[config.mk]
export PLATFORM = sky130hd
export DESIGN_NAME = sync_fifo_wr_arbiter
export DESIGN_NICKNAME = d
export VERILOG_FILES = /design/src/rtl/sync_fifo_arb_pkg.sv /design/src/rtl/sync_fifo_wr_arbiter_rr_pick.sv /design/src/rtl/sync_fifo_wr_arbiter.sv
export SDC_FILE = /design/constraint.sdc
export NUM_CORES = 1
export LEC_CHECK = 0
export ABC_AREA = 1
export ABC_CLOCK_PERIOD_IN_PS = 1800
export CAP_MARGIN = 10
export CORE_ASPECT_RATIO = 1.5
export CORE_UTILIZATION = 39
export CTS_CLUSTER_DIAMETER = 120
export DETAILED_ROUTE_END_ITERATION = 7
export MAX_ROUTING_LAYER = met4
export PLACE_DENSITY = 0.82
export SYNTH_ARGS = -nofsm -noshare
export SYNTH_HDL_FRONTEND = slang
export SYNTH_SLANG_ARGS = --single-unit
[constraint.sdc]
create_clock -name i_clk -period 1.8 [get_ports i_clk]
set_input_delay 0.36 -clock i_clk [delete_from_list [all_inputs] [get_ports i_clk]]
set_output_delay 0.36 -clock i_clk [all_outputs]
set_load 0.005 [all_outputs]
[src/rtl/sync_fifo_arb_pkg.sv]
// Shared types and defaults for the sync_fifo write arbiter.
package sync_fifo_arb_pkg;

  // Arbiter FSM: IDLE arbitrates, BUSY holds one producer's grant for a packet.
  typedef enum logic {
    IDLE = 1'b0,
    BUSY = 1'b1
  } arb_state_t;

  localparam int DEFAULT_NUM_REQ    = 4;
  localparam int DEFAULT_DATA_WIDTH = 8;
  localparam int DEFAULT_MAX_BURST  = 16;

  // Beat counter width: enough to count 0..MAX_BURST-1, never narrower than 1 bit.
  function automatic int cnt_width(input int max_burst);
    return (max_burst > 1) ? $clog2(max_burst) : 1;
  endfunction

endpackage

[src/rtl/sync_fifo_wr_arbiter_rr_pick.sv]
// Combinational round-robin picker. The request vector is doubled so the
// search can start at any pointer and run NUM_REQ positions without an
// explicit wrap test inside the priority chain.
module rr_pick
  import sync_fifo_arb_pkg::*;
#(
  parameter int NUM_REQ = DEFAULT_NUM_REQ,
  parameter int IDX_W   = $clog2(NUM_REQ)
) (
  input  logic [NUM_REQ-1:0] req,
  input  logic [IDX_W-1:0]   ptr,
  output logic [NUM_REQ-1:0] gnt_onehot,
  output logic [IDX_W-1:0]   gnt_idx,
  output logic               any
);

  localparam int DBL_W = $clog2(2 * NUM_REQ);

  logic [2*NUM_REQ-1:0] req_dbl;
  logic [DBL_W-1:0]     sel;
  logic [DBL_W-1:0]     wrap;
  logic                 found;

  assign req_dbl = {req, req};

  // First set request at or after ptr, folded back into 0..NUM_REQ-1.
  always_comb begin
    found      = 1'b0;
    sel        = '0;
    wrap       = '0;
    gnt_idx    = '0;
    gnt_onehot = '0;
    for (int i = 0; i < NUM_REQ; i++) begin
      sel = DBL_W'(ptr) + DBL_W'(i);
      if (!found && req_dbl[sel]) begin
        found = 1'b1;
        wrap  = (sel >= DBL_W'(NUM_REQ)) ? (sel - DBL_W'(NUM_REQ)) : sel;
        gnt_idx    = IDX_W'(wrap);
        gnt_onehot = NUM_REQ'(1) << wrap;
      end
    end
    any = found;
  end

endmodule

[src/rtl/sync_fifo_wr_arbiter.sv]
// Packet-aware round-robin write arbiter in front of one sync_fifo.
// Handshake: a beat moves from the granted producer into the FIFO in any
// cycle where o_valid_s and i_ready_s are both 1; o_req_ready of the granted
// producer is exactly i_ready_s (combinational), so producer and FIFO see the
// same transfer in the same cycle. Valid must not wait on ready.
// o_busy is the FSM state bit (1 = BUSY) and doubles as the state debug view.
module sync_fifo_wr_arbiter
  import sync_fifo_arb_pkg::*;
#(
  parameter int NUM_REQ    = DEFAULT_NUM_REQ,
  parameter int DATA_WIDTH = DEFAULT_DATA_WIDTH,
  parameter int MAX_BURST  = DEFAULT_MAX_BURST,
  parameter int REQ_WIDTH  = $clog2(NUM_REQ)
) (
  input  logic                          i_clk,
  input  logic                          i_rst,
  input  logic [NUM_REQ-1:0]            i_req_valid,
  input  logic [NUM_REQ*DATA_WIDTH-1:0] i_req_data,
  input  logic [NUM_REQ-1:0]            i_req_last,
  output logic [NUM_REQ-1:0]            o_req_ready,
  output logic                          o_valid_s,
  output logic [DATA_WIDTH-1:0]         o_datain,
  input  logic                          i_ready_s,
  input  logic                          i_almostfull,
  output logic [REQ_WIDTH-1:0]          o_gnt_idx,
  output logic                          o_busy
);

  localparam int                   CNT_W    = cnt_width(MAX_BURST);
  localparam logic [CNT_W-1:0]     CNT_LAST = CNT_W'(MAX_BURST - 1);
  localparam logic [REQ_WIDTH-1:0] IDX_LAST = REQ_WIDTH'(NUM_REQ - 1);

  arb_state_t           state_q, state_d;
  logic [REQ_WIDTH-1:0] gnt_q, gnt_d;
  logic [NUM_REQ-1:0]   gnt_oh_q, gnt_oh_d;
  logic [REQ_WIDTH-1:0] rr_q, rr_d;
  logic [CNT_W-1:0]     cnt_q, cnt_d;

  logic [NUM_REQ-1:0]   pick_oh;
  logic [REQ_WIDTH-1:0] pick_idx;
  logic                 pick_any;

  logic                 gnt_valid;
  logic                 gnt_last;
  logic                 xfer;
  logic                 release_now;

  rr_pick #(
    .NUM_REQ (NUM_REQ),
    .IDX_W   (REQ_WIDTH)
  ) u_rr_pick (
    .req        (i_req_valid),
    .ptr        (rr_q),
    .gnt_onehot (pick_oh),
    .gnt_idx    (pick_idx),
    .any        (pick_any)
  );

  // Valid/last of the held grant; the one-hot copy avoids a second index mux.
  assign gnt_valid = |(i_req_valid & gnt_oh_q);
  assign gnt_last  = |(i_req_last & gnt_oh_q);

  assign xfer        = (state_q == BUSY) && gnt_valid && i_ready_s;
  // Last beat and burst limit may coincide; either ends the grant once.
  assign release_now = xfer && (gnt_last || (cnt_q == CNT_LAST));

  // Next-state and handshake outputs; almost-full only gates new grants.
  always_comb begin
    state_d     = state_q;
    gnt_d       = gnt_q;
    gnt_oh_d    = gnt_oh_q;
    rr_d        = rr_q;
    cnt_d       = cnt_q;
    o_valid_s   = 1'b0;
    o_req_ready = '0;
    case (state_q)
      IDLE: begin
        if (pick_any && !i_almostfull) begin
          state_d  = BUSY;
          gnt_d    = pick_idx;
          gnt_oh_d = pick_oh;
          cnt_d    = '0;
        end
      end
      BUSY: begin
        o_valid_s   = gnt_valid;
        o_req_ready = gnt_oh_q & {NUM_REQ{i_ready_s}};
        if (release_now) begin
          state_d = IDLE;
          rr_d    = (gnt_q == IDX_LAST) ? '0 : (gnt_q + 1'b1);
        end else if (xfer) begin
          cnt_d = cnt_q + 1'b1;
        end
      end
      default: begin
        state_d = IDLE;
      end
    endcase
  end

  // Write data follows gnt_idx at all times so it is never X after reset.
  always_comb begin
    o_datain = '0;
    for (int k = 0; k < NUM_REQ; k++) begin
      if (gnt_q == REQ_WIDTH'(k)) begin
        o_datain = i_req_data[k*DATA_WIDTH +: DATA_WIDTH];
      end
    end
  end

  // State registers; reset abandons any packet in flight.
  always_ff @(posedge i_clk) begin
    if (i_rst) begin
      state_q  <= IDLE;
      gnt_q    <= '0;
      gnt_oh_q <= '0;
      rr_q     <= '0;
      cnt_q    <= '0;
    end else begin
      state_q  <= state_d;
      gnt_q    <= gnt_d;
      gnt_oh_q <= gnt_oh_d;
      rr_q     <= rr_d;
      cnt_q    <= cnt_d;
    end
  end

  assign o_gnt_idx = gnt_q;
  assign o_busy    = (state_q == BUSY);

endmodule

# [Word-level counts from Yosys, hierarchy flattened]
# Index checks and enable logic that the tools add are counted.
[word_totals] wordCells=93 input_bits=44 reg_bits=13
[op_classes] reduce_logical=18 n_mux=38 addsub=9 shifts=4 order_cmp=8 eq_ne=7 bitwise_logic=4
[ops] op="$mux 4" count=8
[ops] op="$mux 8" count=4
[ops] op="$shl 1x3->4 const A" count=4
[ops] op="$and 4x4->4" count=3
[ops] op="$lt 3x4->1 const B" count=3
[ops] op="$mux 3" count=4
[ops] op="$mux 1" count=11
[ops] op="$mux 2" count=5
[ops] op="$bmux 1 s3" count=3
[ops] op="$ge 3x3->1 const B" count=3
[ops] op="$sub 3x3->3 const B" count=3
[ops] op="$pmux 4 s2" count=1
[ops] op="$reduce_or 4->1" count=2
[ops] op="$logic_and 1x1->1" count=7
[ops] op="$add 2x2->3 const B" count=2
[ops] op="$add 4x1->4 const B" count=1
[ops] op="$eq 2x2->1 const B" count=2
[ops] op="$eq 4x4->1 const B" count=1
[ops] op="$logic_not 1->1" count=4
[ops] op="$lt 2x4->1 const B" count=1
[ops] op="$ne 2x2->1 const B" count=2
[ops] op="$reduce_and 2->1" count=2
[ops] op="$add 2x1->3 const B" count=1
[ops] op="$ge 2x3->1 const B" count=1
[ops] op="other kinds (10)" count=10

# [Logic depth before layout (Yosys ltp)]
# Gate-level depths: netlist of run 1.
[logic_depth] ltp_word=15 mapped_depth=13

# [By module]
# From an unflattened synthesis of run 1, not the netlist that was laid out.
[hier_totals] hier_cells=230 hier_area_um2=1437.6
[modules_own_cells] module="sync_fifo_wr_arbiter" instances=1 area_each_um2=959.7 cells_each=153
[modules_own_cells] module="rr_pick" instances=1 area_each_um2=478.0 cells_each=77

# [Worst setup path after synthesis of run 1]
# OpenSTA, ideal clock, no wires.
[synth_path] path_type="register to register" startpoint="register rr_q[0]" endpoint="register cnt_q[0]" arrival_ps=1771 synth_period_minus_slack_ps=1885 setup_ps=114 required_ps=1686 path_slack_ps=-85 path_stages_with_launch=13 cell_sequence="dfxtp_1 -> inv_2 -> ha_1 -> inv_1 -> nand3_1 -> nand2_2 -> nand4_4 -> nand2_4 -> nand2_4 -> nand2_2 -> nand2_1 -> nand2_1 -> nor2_2"
[synth_between] elab_chain_len=15
[synth_lines] element="from (decl)" line="sync_fifo_wr_arbiter.sv:36" rtl="logic [REQ_WIDTH-1:0] rr_q, rr_d;"
[synth_lines] element="from (signal assigned)" line="sync_fifo_wr_arbiter.sv:123" rtl="rr_q <= rr_d;"
[synth_lines] element="parallel branches: the longest is 11 deep, another holds $add 2x1->3"
[synth_lines] element="$mux 1 *" line="sync_fifo_wr_arbiter_rr_pick.sv:35" rtl="if (!found && req_dbl[sel]) begin"
[synth_lines] element="$logic_and 1x1->1 *" line="sync_fifo_wr_arbiter.sv:78" rtl="if (pick_any && !i_almostfull) begin"
[synth_lines] element="$ne 2x2->1 (no line) *"
[synth_lines] element="$reduce_and 3->1 (no line) *"
[synth_lines] element="to (signal assigned)" line="sync_fifo_wr_arbiter.sv:124" rtl="cnt_q <= cnt_d;"
[synth_lines] element="to (decl)" line="sync_fifo_wr_arbiter.sv:37" rtl="logic [CNT_W-1:0] cnt_q, cnt_d;"
# Every way passes the cells marked *. The select of a mux whose other input is x is not followed.
# A chain may end at the register's enable or synchronous reset.

# [Worst setup path in the final report of run 1]
[layout_path] startpoint="register gnt_q[0], in the netlist o_gnt_idx[0]" endpoint="output port o_datain[4]"
[layout_between] elab_chain_len=5
[layout_lines] element="from (decl)" line="sync_fifo_wr_arbiter.sv:34" rtl="logic [REQ_WIDTH-1:0] gnt_q, gnt_d;"
[layout_lines] element="from (signal assigned)" line="sync_fifo_wr_arbiter.sv:121" rtl="gnt_q <= gnt_d;"
[layout_lines] element="$logic_not 2->1" line="sync_fifo_wr_arbiter.sv:105" rtl="if (gnt_q == REQ_WIDTH'(k)) begin"
[layout_lines] element="$mux 8 (3 in a row)" line="sync_fifo_wr_arbiter.sv:105"
[layout_lines] element="$mux 8 *" line="sync_fifo_wr_arbiter.sv:105"
[layout_lines] element="to (decl)" line="sync_fifo_wr_arbiter.sv:22" rtl="output logic [DATA_WIDTH-1:0] o_datain,"
# Mark *: on every way between the ends. The rest lies on a longest branch, timed or not.

==> flow_summary.yaml, run 1 <==
outcome:
  status: "complete, but fails checks"
  violations: "negative setup slack"
timing:
  whs_ps: 541
  setup_violations: 9
  fin_crit_ps: 1850
  finalHoldViolCount: 0
  fin_crit_sh_pct: 103
  worstMarginPinSlew_ps: 338
  slew_violations: 0
  relSlewSlack_pct: 77.4
  layout_setup_ws_ps: -47.5
  skew_ps: 2.94
  rsz0062_at_grt: "true"
  clock.fmax_ghz: 0.541
final_layout:
  area_growth_pct: 81.3
  final_cells: 382
  layout_common_cells: "nand2_1, clkdlybuf4s50_1, buf_4"
  finalNetCount: 398
  drive_gt1_share_pct: 34.4
  antenna_cells: 0
  final_common_cell: "nand2_1"
setup_path:
  worstSetupPathType: "register to output pin"
  crit_family: "buffers and inverters"
  path_buf_inv: 4
  reg2reg_from: "o_gnt_idx[0]"
  crit_path_cell_trace: "inv_4 -> ha_4 -> inv_2 -> nor2_2 -> buf_6 -> nand2_1 -> nand2_1 -> nand2_1 -> a21oi_1 -> buf_2"
  ff2ff_setup_slack_ps: -30
  crit_path_end_kind: "output pin"
  max_stage_delay_ps: 360
  cpMaxStageDelayCell: "dfxtp_4"
  worstPathArrival_ps: 1490
  cp.required_ps: 1440
  startpoint_type: "register"
  cpMostUsedCell: "nand2_1"
  crit_fanout: 8
  crit_start: "o_gnt_idx[0]"
yosys:
  synthAdderAreaFrac_pct: 11.5
  syn_area_um2: 1420
  yosys_warnings: 0
  ys.flop_type: "dfxtp_1"
  syn_area_per_cell_um2: 6.05
  synth-compound-area-share_pct: 18.8
  ys_seq_area_share_pct: 18.4
  synthSimpleGateAreaFrac_pct: 42.4
  ys_seq_elements: 13
  yosys.area_share.xor_xnor_pct: 0
  syn_nets: 291
  synth_edf_count: 0
  yosys-mux-area-fraction_pct: 0
  netlist_instances: 234
  synth_top_family_by_area: "simple AND/OR/NAND/NOR gates"
  postSynth.asyncResetShare_pct: 0
  yosysUniqueCellTypes: 27
global_route:
  grt_max_degree: 12
  met2_usage_pct: 52.5
  grt_most_used_layer: "met2"
  use_met1_pct: 25.7
  grt_pass1_wl_mm: 7.76
  antenna_found_initial: 0
  grt_pass1_vias: 1827
  grt_usage_pct: 27.3
  overflow: 0
  grtUsageMet3_pct: 3.79
detailed_routing:
  ant_nets: 0
  first_pass_iters: 5
  detail_route.wl_per_cell_um: 14.1
  drcViolationCount: 0
  vias: 1954
  drt_iter0_markers: 72
  wirelength_mm: 5.38
  post_drt_via_cell_ratio: 5.12
power_and_ir_drop:
  power_frac_seq_pct: 25.9
  powerDensity_nw_per_um2: 526
  p_sw_share_pct: 36.7
  leakage_nw: 1.17
  vdd_ir_drop_max_uv: 362
  p_switching_w: 0.000495
  power_frac_comb_pct: 54.6
  pwr-share-clk_pct: 19.5
  p_int_w: 0.000853
clocking:
  cts_max_level: 1
  cts_hold_buf: 0
  insertion_delay_ps: 240
  cts_buffers: 3
  cts_num_sinks: 13
  cts-root-buf: "clkbuf_8"
  cts_tree: "done"
  clk_pin_slew_ps: 60
  clock_path_buffers: 2
floorplanning:
  std_cell_rows: 26
  core_area_um2: 3450
  die_w_um: 51.2
  ios: 60
  initial_utilization_pct: 41.0
  die_y_um: 75.8
  dieArea_um2: 3880
run:
  max-cap-violations: 0
place:
  io_buffers: 59
  dp_hpwl_mm: 3.72
  dp_cells: 366
  gp_congestion: 0.931
worst_hold_path:
  hp-class: "register to register"
  worstHoldStart: "cnt_q[3]"
worst min-delay path, stage by stage, from the launching register on:
cell and delay (ps):
dfxtp_1 350, a21oi_1 50, nor2_1 100
flip-flops by register name, summed over array words and instances (netlist names):
signal     flops
cnt_q          4
rr_q           2
gnt_oh_q       4
o_gnt_idx      2
o_busy         1
timing repair:
| action | 4_1_cts | 5_1_grt |
|---|---|---|
| pin swaps | 4 | 10 |
| endpoints found under the setup margin | 13 | 22 |
| resized for setup | 59 | 30 |
| gates cloned | 0 | 0 |
| setup buffers | 10 | 3 |
power by group through the flow:
stage	logic, W	registers, W	clock network [W]
finish	0.000737	0.000349	0.000263
global route	0.000800	0.000352	0.000282
CTS	0.000667	0.000346	0.000262
detailed placement	0.000641	0.000349	0
global placement	0.000629	0.000349	0
floorplan	0.000290	0.000348	0
layer usage:
| metal | share of wire [%] | wire (um) |
|---|---|---|
| met4 | 3.0 | 163 |
| met5 | 0 | 0 |
| met3 | 5.1 | 276 |
| met1 | 37 | 2010 |
| met2 | 54 | 2930 |
metrics by stage:
| stage | instance area (um^2) | utilization [%] | setup WS, ps | setup TNS, ps | total power, W |
|---|---|---|---|---|---|
| after detailed placement | 2300 | 66.8 | -326 | -5080 | 0.000991 |
| after CTS | 2440 | 70.8 | -145 | -311 | 0.00128 |
| after floorplan | 1420 | - | -10.3 | -10.3 | 0.000638 |
| after global routing | 2570 | 74.4 | -127 | -956 | 0.00143 |
| after global placement | 2300 | 66.8 | -312 | -4500 | 0.000978 |
| final | 2570 | 74.4 | -47.5 | -202 | 0.00135 |
cells by family after synthesis:
logic type | count (synthesis)
simple gates | 127
compound gates | 51
buf+inv | 30
fa+ha+maj | 13
flops | 13
synth_stat cells, types with 2 or more instances:
| master | n | area, um^2 |
|---|---|---|
| a21oi_1 | 31 | 155 |
| clkbuf_1 | 2 | 7.51 |
| dfxtp_1 | 13 | 260 |
| ha_1 | 13 | 163 |
| inv_1 | 21 | 78.8 |
| inv_2 | 4 | 15.0 |
| nand2_1 | 62 | 233 |
| nand2_2 | 8 | 50.1 |
| nand2_4 | 5 | 56.3 |
| nand3_1 | 14 | 70.1 |
| nor2_1 | 29 | 109 |
| nor2_2 | 2 | 12.5 |
| nor3_1 | 2 | 10.0 |
| o21ai_0 | 14 | 70.1 |
| o21ai_1 | 2 | 10.0 |
path summary, 6_finish.rpt:
kind / endpoint / cells after the start
max: o_datain[4] / 10
min: cnt_q[3] / 2
max reg2reg: rr_q[0] / 12
min reg2reg: cnt_q[3] / 2
cell type report:
class                      instances  area [um^2]
multi-input combinational        191         1190
timing repair buffer             106          902
fill                             281          882
sequential                        13          267
inverter                          26          105
tap                               42         52.6
clock buffer                       4         45.0
Note: power is estimated with default switching activity, not from simulation.
==> run 2, diff against run 1 <==
- SETUP_SLACK_MARGIN: unset -> 0.05
==> run 2 against run 1 <==
Compared with the run above:
- the run still ends with negative setup slack left
- routed wire length down 0.20%
- fmax down 2.4%
- die area unchanged
- critical endpoint is now o_datain[2]
- count of clock-buffer cells in the layout unchanged
- cell count down 0.52%
- register-to-register slack better by 150 ps
- highest routed layer unchanged
==> flow_summary.yaml, run 2 (same netlist as run 1, synthesis figures left out) <==
clocking:
  cts-root-buf: "clkbuf_8"
  cts_hold_buf: 0
  insertion_delay_ps: 250
  cts_max_level: 1
  cts_num_sinks: 13
  cts_tree: "done"
  clock_path_buffers: 2
  cts_buffers: 3
  clk_pin_slew_ps: 60
setup_path:
  endpoint: "o_datain[2]"
  ff2ff_setup_slack_ps: 120
  reg2reg_from: "o_gnt_idx[0]"
  startpoint_type: "register"
  r2r-end: "rr_q[0]"
  worstPathArrival_ps: 1530
  crit_start: "o_gnt_idx[1]"
  cp.required_ps: 1440
  worstSetupPathType: "register to output pin"
  r2r_cells: 10
  crit_path_end_kind: "output pin"
  crit_fanout: 8
power_and_ir_drop:
  power_frac_seq_pct: 25.6
  p_sw_share_pct: 36.7
  leakage_nw: 1.23
  p_switching_w: 0.000504
  power_frac_comb_pct: 54.6
  p_int_w: 0.000869
  vdd_ir_drop_max_uv: 377
  pwr-share-clk_pct: 19.8
  powerDensity_nw_per_um2: 530
  power.total_w: 0.00137
final_layout:
  finalNetCount: 396
  layout_common_cells: "nand2_1, clkdlybuf4s50_1, buf_4"
  final_common_cell: "nand2_1"
  drive_gt1_share_pct: 36.7
  reg_top3: "cnt_q x4, gnt_oh_q x4"
  antenna_cells: 0
  area_growth_pct: 83.0
detailed_routing:
  post_drt_via_cell_ratio: 5.08
  first_pass_iters: 4
  drcViolationCount: 0
  drt_iter0_markers: 32
  detail_route.wl_per_cell_um: 14.1
  vias: 1930
  ant_nets: 0
  wirelength_mm: 5.37
global_route:
  grt_pass1_wl_mm: 8.05
  grt_usage_pct: 28.3
  antenna_found_initial: 0
  grt_pass1_vias: 1789
  grt_max_degree: 12
  overflow: 0
timing:
  relSlewSlack_pct: 79.6
  slew_violations: 0
  worstMarginPinSlew_ps: 305
  clock.fmax_ghz: 0.528
  fin_crit_sh_pct: 105
  rsz0062_at_grt: "true"
  layout_setup_ws_ps: -93.2
  skew_ps: 0.497
  finalHoldViolCount: 0
  setup_violations: 8
  fin_crit_ps: 1890
  whs_ps: 532
floorplanning:
  dieArea_um2: 3880
  ios: 60
  core_area_um2: 3450
  die_y_um: 75.8
  std_cell_rows: 26
  initial_utilization_pct: 41.0
  die_w_um: 51.2
run:
  max-cap-violations: 0
outcome:
  violations: "negative setup slack"
  status: "complete, but fails checks"
place:
  dp_hpwl_mm: 3.66
  gp_congestion: 0.898
  io_buffers: 59
worst_hold_path:
  whs_path_depth: 2
  hp-class: "register to register"
[run 2: cell count changes in the layout (fill, tap and decap cells not counted), moves of 3 or more]
cell	previous run	this run
nand2_1	54	51
nand3_1	13	10
nand2_2	15	18
clkdlybuf4s50_1	45	41
buf_4	45	40
dlygate4sd2_1	1	4
dlymetal6s2s_1	1	5
a21oi_2	5	8
nand3_2	1	5
[run 2: critical path, cell delays in order (launching register included)]
cell and delay [ps]:
dfxtp_2 340, buf_4 140, ha_1 220, buf_6 160, a221oi_4 200, o31ai_2 100, buf_2 130
[run 2: through the flow]
| stage | util [%] | cell area, um^2 | worst slack [ps] | cells | setup TNS (ps) |
|---|---|---|---|---|---|
| final | 75.1 | 2590 | -93.2 | 380 | -566 |
| after global routing | 75.1 | 2590 | -172 | 380 | -1060 |
| after CTS | 71.8 | 2480 | -176 | 380 | -372 |
| after detailed placement | 66.7 | 2300 | -325 | 364 | -4930 |
| after global placement | 66.7 | 2300 | -334 | 364 | -4590 |
| after floorplan | - | 1420 | 39.8 | 234 | 0 |
[run 2: layout make-up]
class | instances | area [um^2]
inverters | 26 | 108
fillers | 258 | 858
flip-flops and latches | 13 | 268
clock buffers | 4 | 45.0
multi-input cells | 191 | 1200
repair buffers | 104 | 918
well taps | 42 | 52.6
[run 2: how the worst min path moves through the flow]
stage          endpoint  slack, ps      from
6_report       cnt_q[3]        530  cnt_q[3]
5_1_grt        cnt_q[3]        570  cnt_q[3]
4_1_cts        cnt_q[3]        530  cnt_q[3]
3_5_place_dp   cnt_q[3]        520  cnt_q[3]
3_3_place_gp   cnt_q[1]        500  cnt_q[1]
2_1_floorplan    o_busy        430     i_rst
[run 2: timing repair]
item / CTS / global route
pin swaps: 8 / 26
resized for setup: 58 / 41
endpoints found under the setup margin: 20 / 26
buffers inserted: 12 / 3
[run 2: metal layers]
metal / GRT usage (%) / vias to the layer above / wire (um)
li1: - / 963 / -
met1: 26.2 / 883 / 1980
met2: 54.5 / 70 / 2960
met3: 4.59 / 14 / 233
met4: 14.8 / 0 / 189
met5: - / - / 0
[run 2: power by group through the flow]
stage | Clock [W] | Sequential (W) | Combinational, W
after detailed placement | 0 | 0.000351 | 0.000640
after global placement | 0 | 0.000350 | 0.000629
final | 0.000272 | 0.000351 | 0.000750
after CTS | 0.000264 | 0.000347 | 0.000680
after global routing | 0.000286 | 0.000355 | 0.000817
after floorplan | 0 | 0.000348 | 0.000290
==> run 3, diff against run 2 <==
- ABC_CLOCK_PERIOD_IN_PS: 1800 -> 1550
- clock period: 1.8 -> 1.55 ns (I/O delays scaled with it)
==> run 3 against run 2 <==
Compared with the run above:
- the run still ends with negative setup slack left
- sequential power rose by 14%
- cell count is 2.9% higher
- clock skew increased by 0.81 ps
- flip-flop and latch count is the same
- global-route usage grew 2.3 points
- first-iteration DRC count increased by 130%
- register-to-register slack got worse by 300 ps
- total power increased by 25%
- critical endpoint unchanged
==> flow_summary.yaml, run 3 (same netlist as run 1, synthesis figures left out) <==
timing:
  finalHoldViolCount: 0
  setup_violations: 18
  skew_ps: 1.31
  relSlewSlack_pct: 73.4
  slew_violations: 0
  rsz0062_at_grt: "true"
  fin_crit_sh_pct: 125
  clock.fmax_ghz: 0.515
  layout_setup_ws_ps: -393
  fin_crit_ps: 1940
  worstMarginPinSlew_ps: 397
setup_path:
  r2r_cells: 10
  crit_fanout: 5
  cp.required_ps: 1240
  endpoint: "o_datain[2]"
  crit_start: "o_gnt_idx[0]"
  worstPathArrival_ps: 1630
  ff2ff_setup_slack_ps: -180
  worstSetupPathType: "register to output pin"
  crit_path_end_kind: "output pin"
  startpoint_type: "register"
  r2r-end: "gnt_oh_q[0]"
  reg2reg_from: "rr_q[0]"
floorplanning:
  initial_utilization_pct: 41.0
  dieArea_um2: 3880
  std_cell_rows: 26
  die_y_um: 75.8
  core_area_um2: 3450
  ios: 60
  die_w_um: 51.2
final_layout:
  final_common_cell: "nand2_1"
  seq_area_um2: 274
  final_cells: 391
  fin_area_um2: 2790
  finish.utilization_pct: 80.8
  reg_top3: "cnt_q x4, gnt_oh_q x4"
  finalNetCount: 407
  drive_gt1_share_pct: 44.4
  area_growth_pct: 96.9
  n_fill_cell: 224
  layout_common_cells: "nand2_1, buf_4, clkdlybuf4s50_1"
  antenna_cells: 0
  multi_input_area_um2: 1300
detailed_routing:
  drt_iter0_markers: 74
  detail_route.wl_per_cell_um: 15.8
  wirelength_mm: 6.18
  ant_nets: 0
  drcViolationCount: 0
  first_pass_iters: 4
  post_drt_via_cell_ratio: 5.29
  vias: 2069
clocking:
  insertion_delay_ps: 250
  clock_path_buffers: 2
  cts_num_sinks: 13
  cts_tree: "done"
  cts-root-buf: "clkbuf_8"
  cts_buffers: 3
  cts_max_level: 1
  clk_pin_slew_ps: 60
worst_hold_path:
  hp-class: "register to register"
outcome:
  status: "complete, but fails checks"
  violations: "negative setup slack"
global_route:
  grt_max_degree: 12
  grt_pass1_vias: 1964
  antenna_found_initial: 0
  overflow: 0
  grt_usage_pct: 30.6
  grt_pass1_wl_mm: 8.60
run:
  max-cap-violations: 0
power_and_ir_drop:
  vdd_ir_drop_max_uv: 538
  powerDensity_nw_per_um2: 615
  leakage_nw: 1.29
place:
  io_buffers: 59
  placed_cell_area_um2: 2410
  dp_cells: 371
  gp_congestion: 0.932
  dp_hpwl_mm: 3.96
[run 3: cell count changes in the layout (fill, tap and decap cells not counted), sizes merged]
cell,previous run,this run
clkdlybuf4s15,0,1
clkbuf,4,5
buf,54,65
dlygate4sd2,4,10
dlymetal6s2s,5,0
clkdlybuf4s50,41,38
[run 3: layer usage]
layer  share of wire (%)  global-route usage [%]  vias to the layer above
met5                   0                       -                        -
met4                 3.9                    16.0                        0
met3                 5.5                    5.79                       25
met2                  59                    59.4                       86
met1                  32                    27.5                      966
li1                    -                       -                      992
[run 3: timing repair]
item | in CTS | in global routing
setup endpoints to repair | 29 | 23
buffers inserted | 12 | 5
pin swaps | 19 | 18
hold buffers | 0 | 0
gates resized for setup | 93 | 36
[run 3: worst min-delay path by stage]
| stage | from | slack (ps) | endpoint | cells after the start |
|---|---|---|---|---|
| after global routing | cnt_q[1] | 530 | cnt_q[1] | 2 |
| after floorplan | i_rst | 380 | rr_q[0] | 1 |
| after detailed placement | cnt_q[1] | 510 | cnt_q[1] | 2 |
| after CTS | cnt_q[1] | 510 | cnt_q[1] | 2 |
| after global placement | cnt_q[1] | 500 | cnt_q[1] | 2 |
| final | cnt_q[1] | 520 | cnt_q[1] | 2 |
[run 3: layout make-up]
cell class | instances | share of cell area [%]
sequential | 13 | 9.83
inverter | 26 | 4.31
multi-input combinational | 191 | 46.7
clock buffer | 4 | 1.62
tap | 42 | 1.89
timing repair buffer | 115 | 35.6
[run 3: power breakdown]
group	internal (W)	switching (W)	leakage [nW]
logic	0.000507	0.000489	1.16
clock network	0.000182	0.000136	0.0228
registers	0.000368	0.0000309	0.110
total	0.00106	0.000656	1.29
[run 3: per-stage QoR]
stage | hold slack (ps) | TNS, ps | total power [W] | worst slack [ps]
after CTS | 512 | -2490 | 0.00159 | -335
after detailed placement | 505 | -10490 | 0.00119 | -504
final | 517 | -3620 | 0.00171 | -393
after global placement | 497 | -9690 | 0.00117 | -482
after floorplan | 379 | -8.09 | 0.000765 | -8.09
after global routing | 530 | -4940 | 0.00181 | -439
[run 3: critical path, stage by stage (launching register included)]
cell and delay (ps):
dfxtp_4 360, inv_4 60, ha_4 120, inv_2 40, nor2_4 190, buf_6 130
a221oi_2 40, o31ai_1 270, buf_2 170
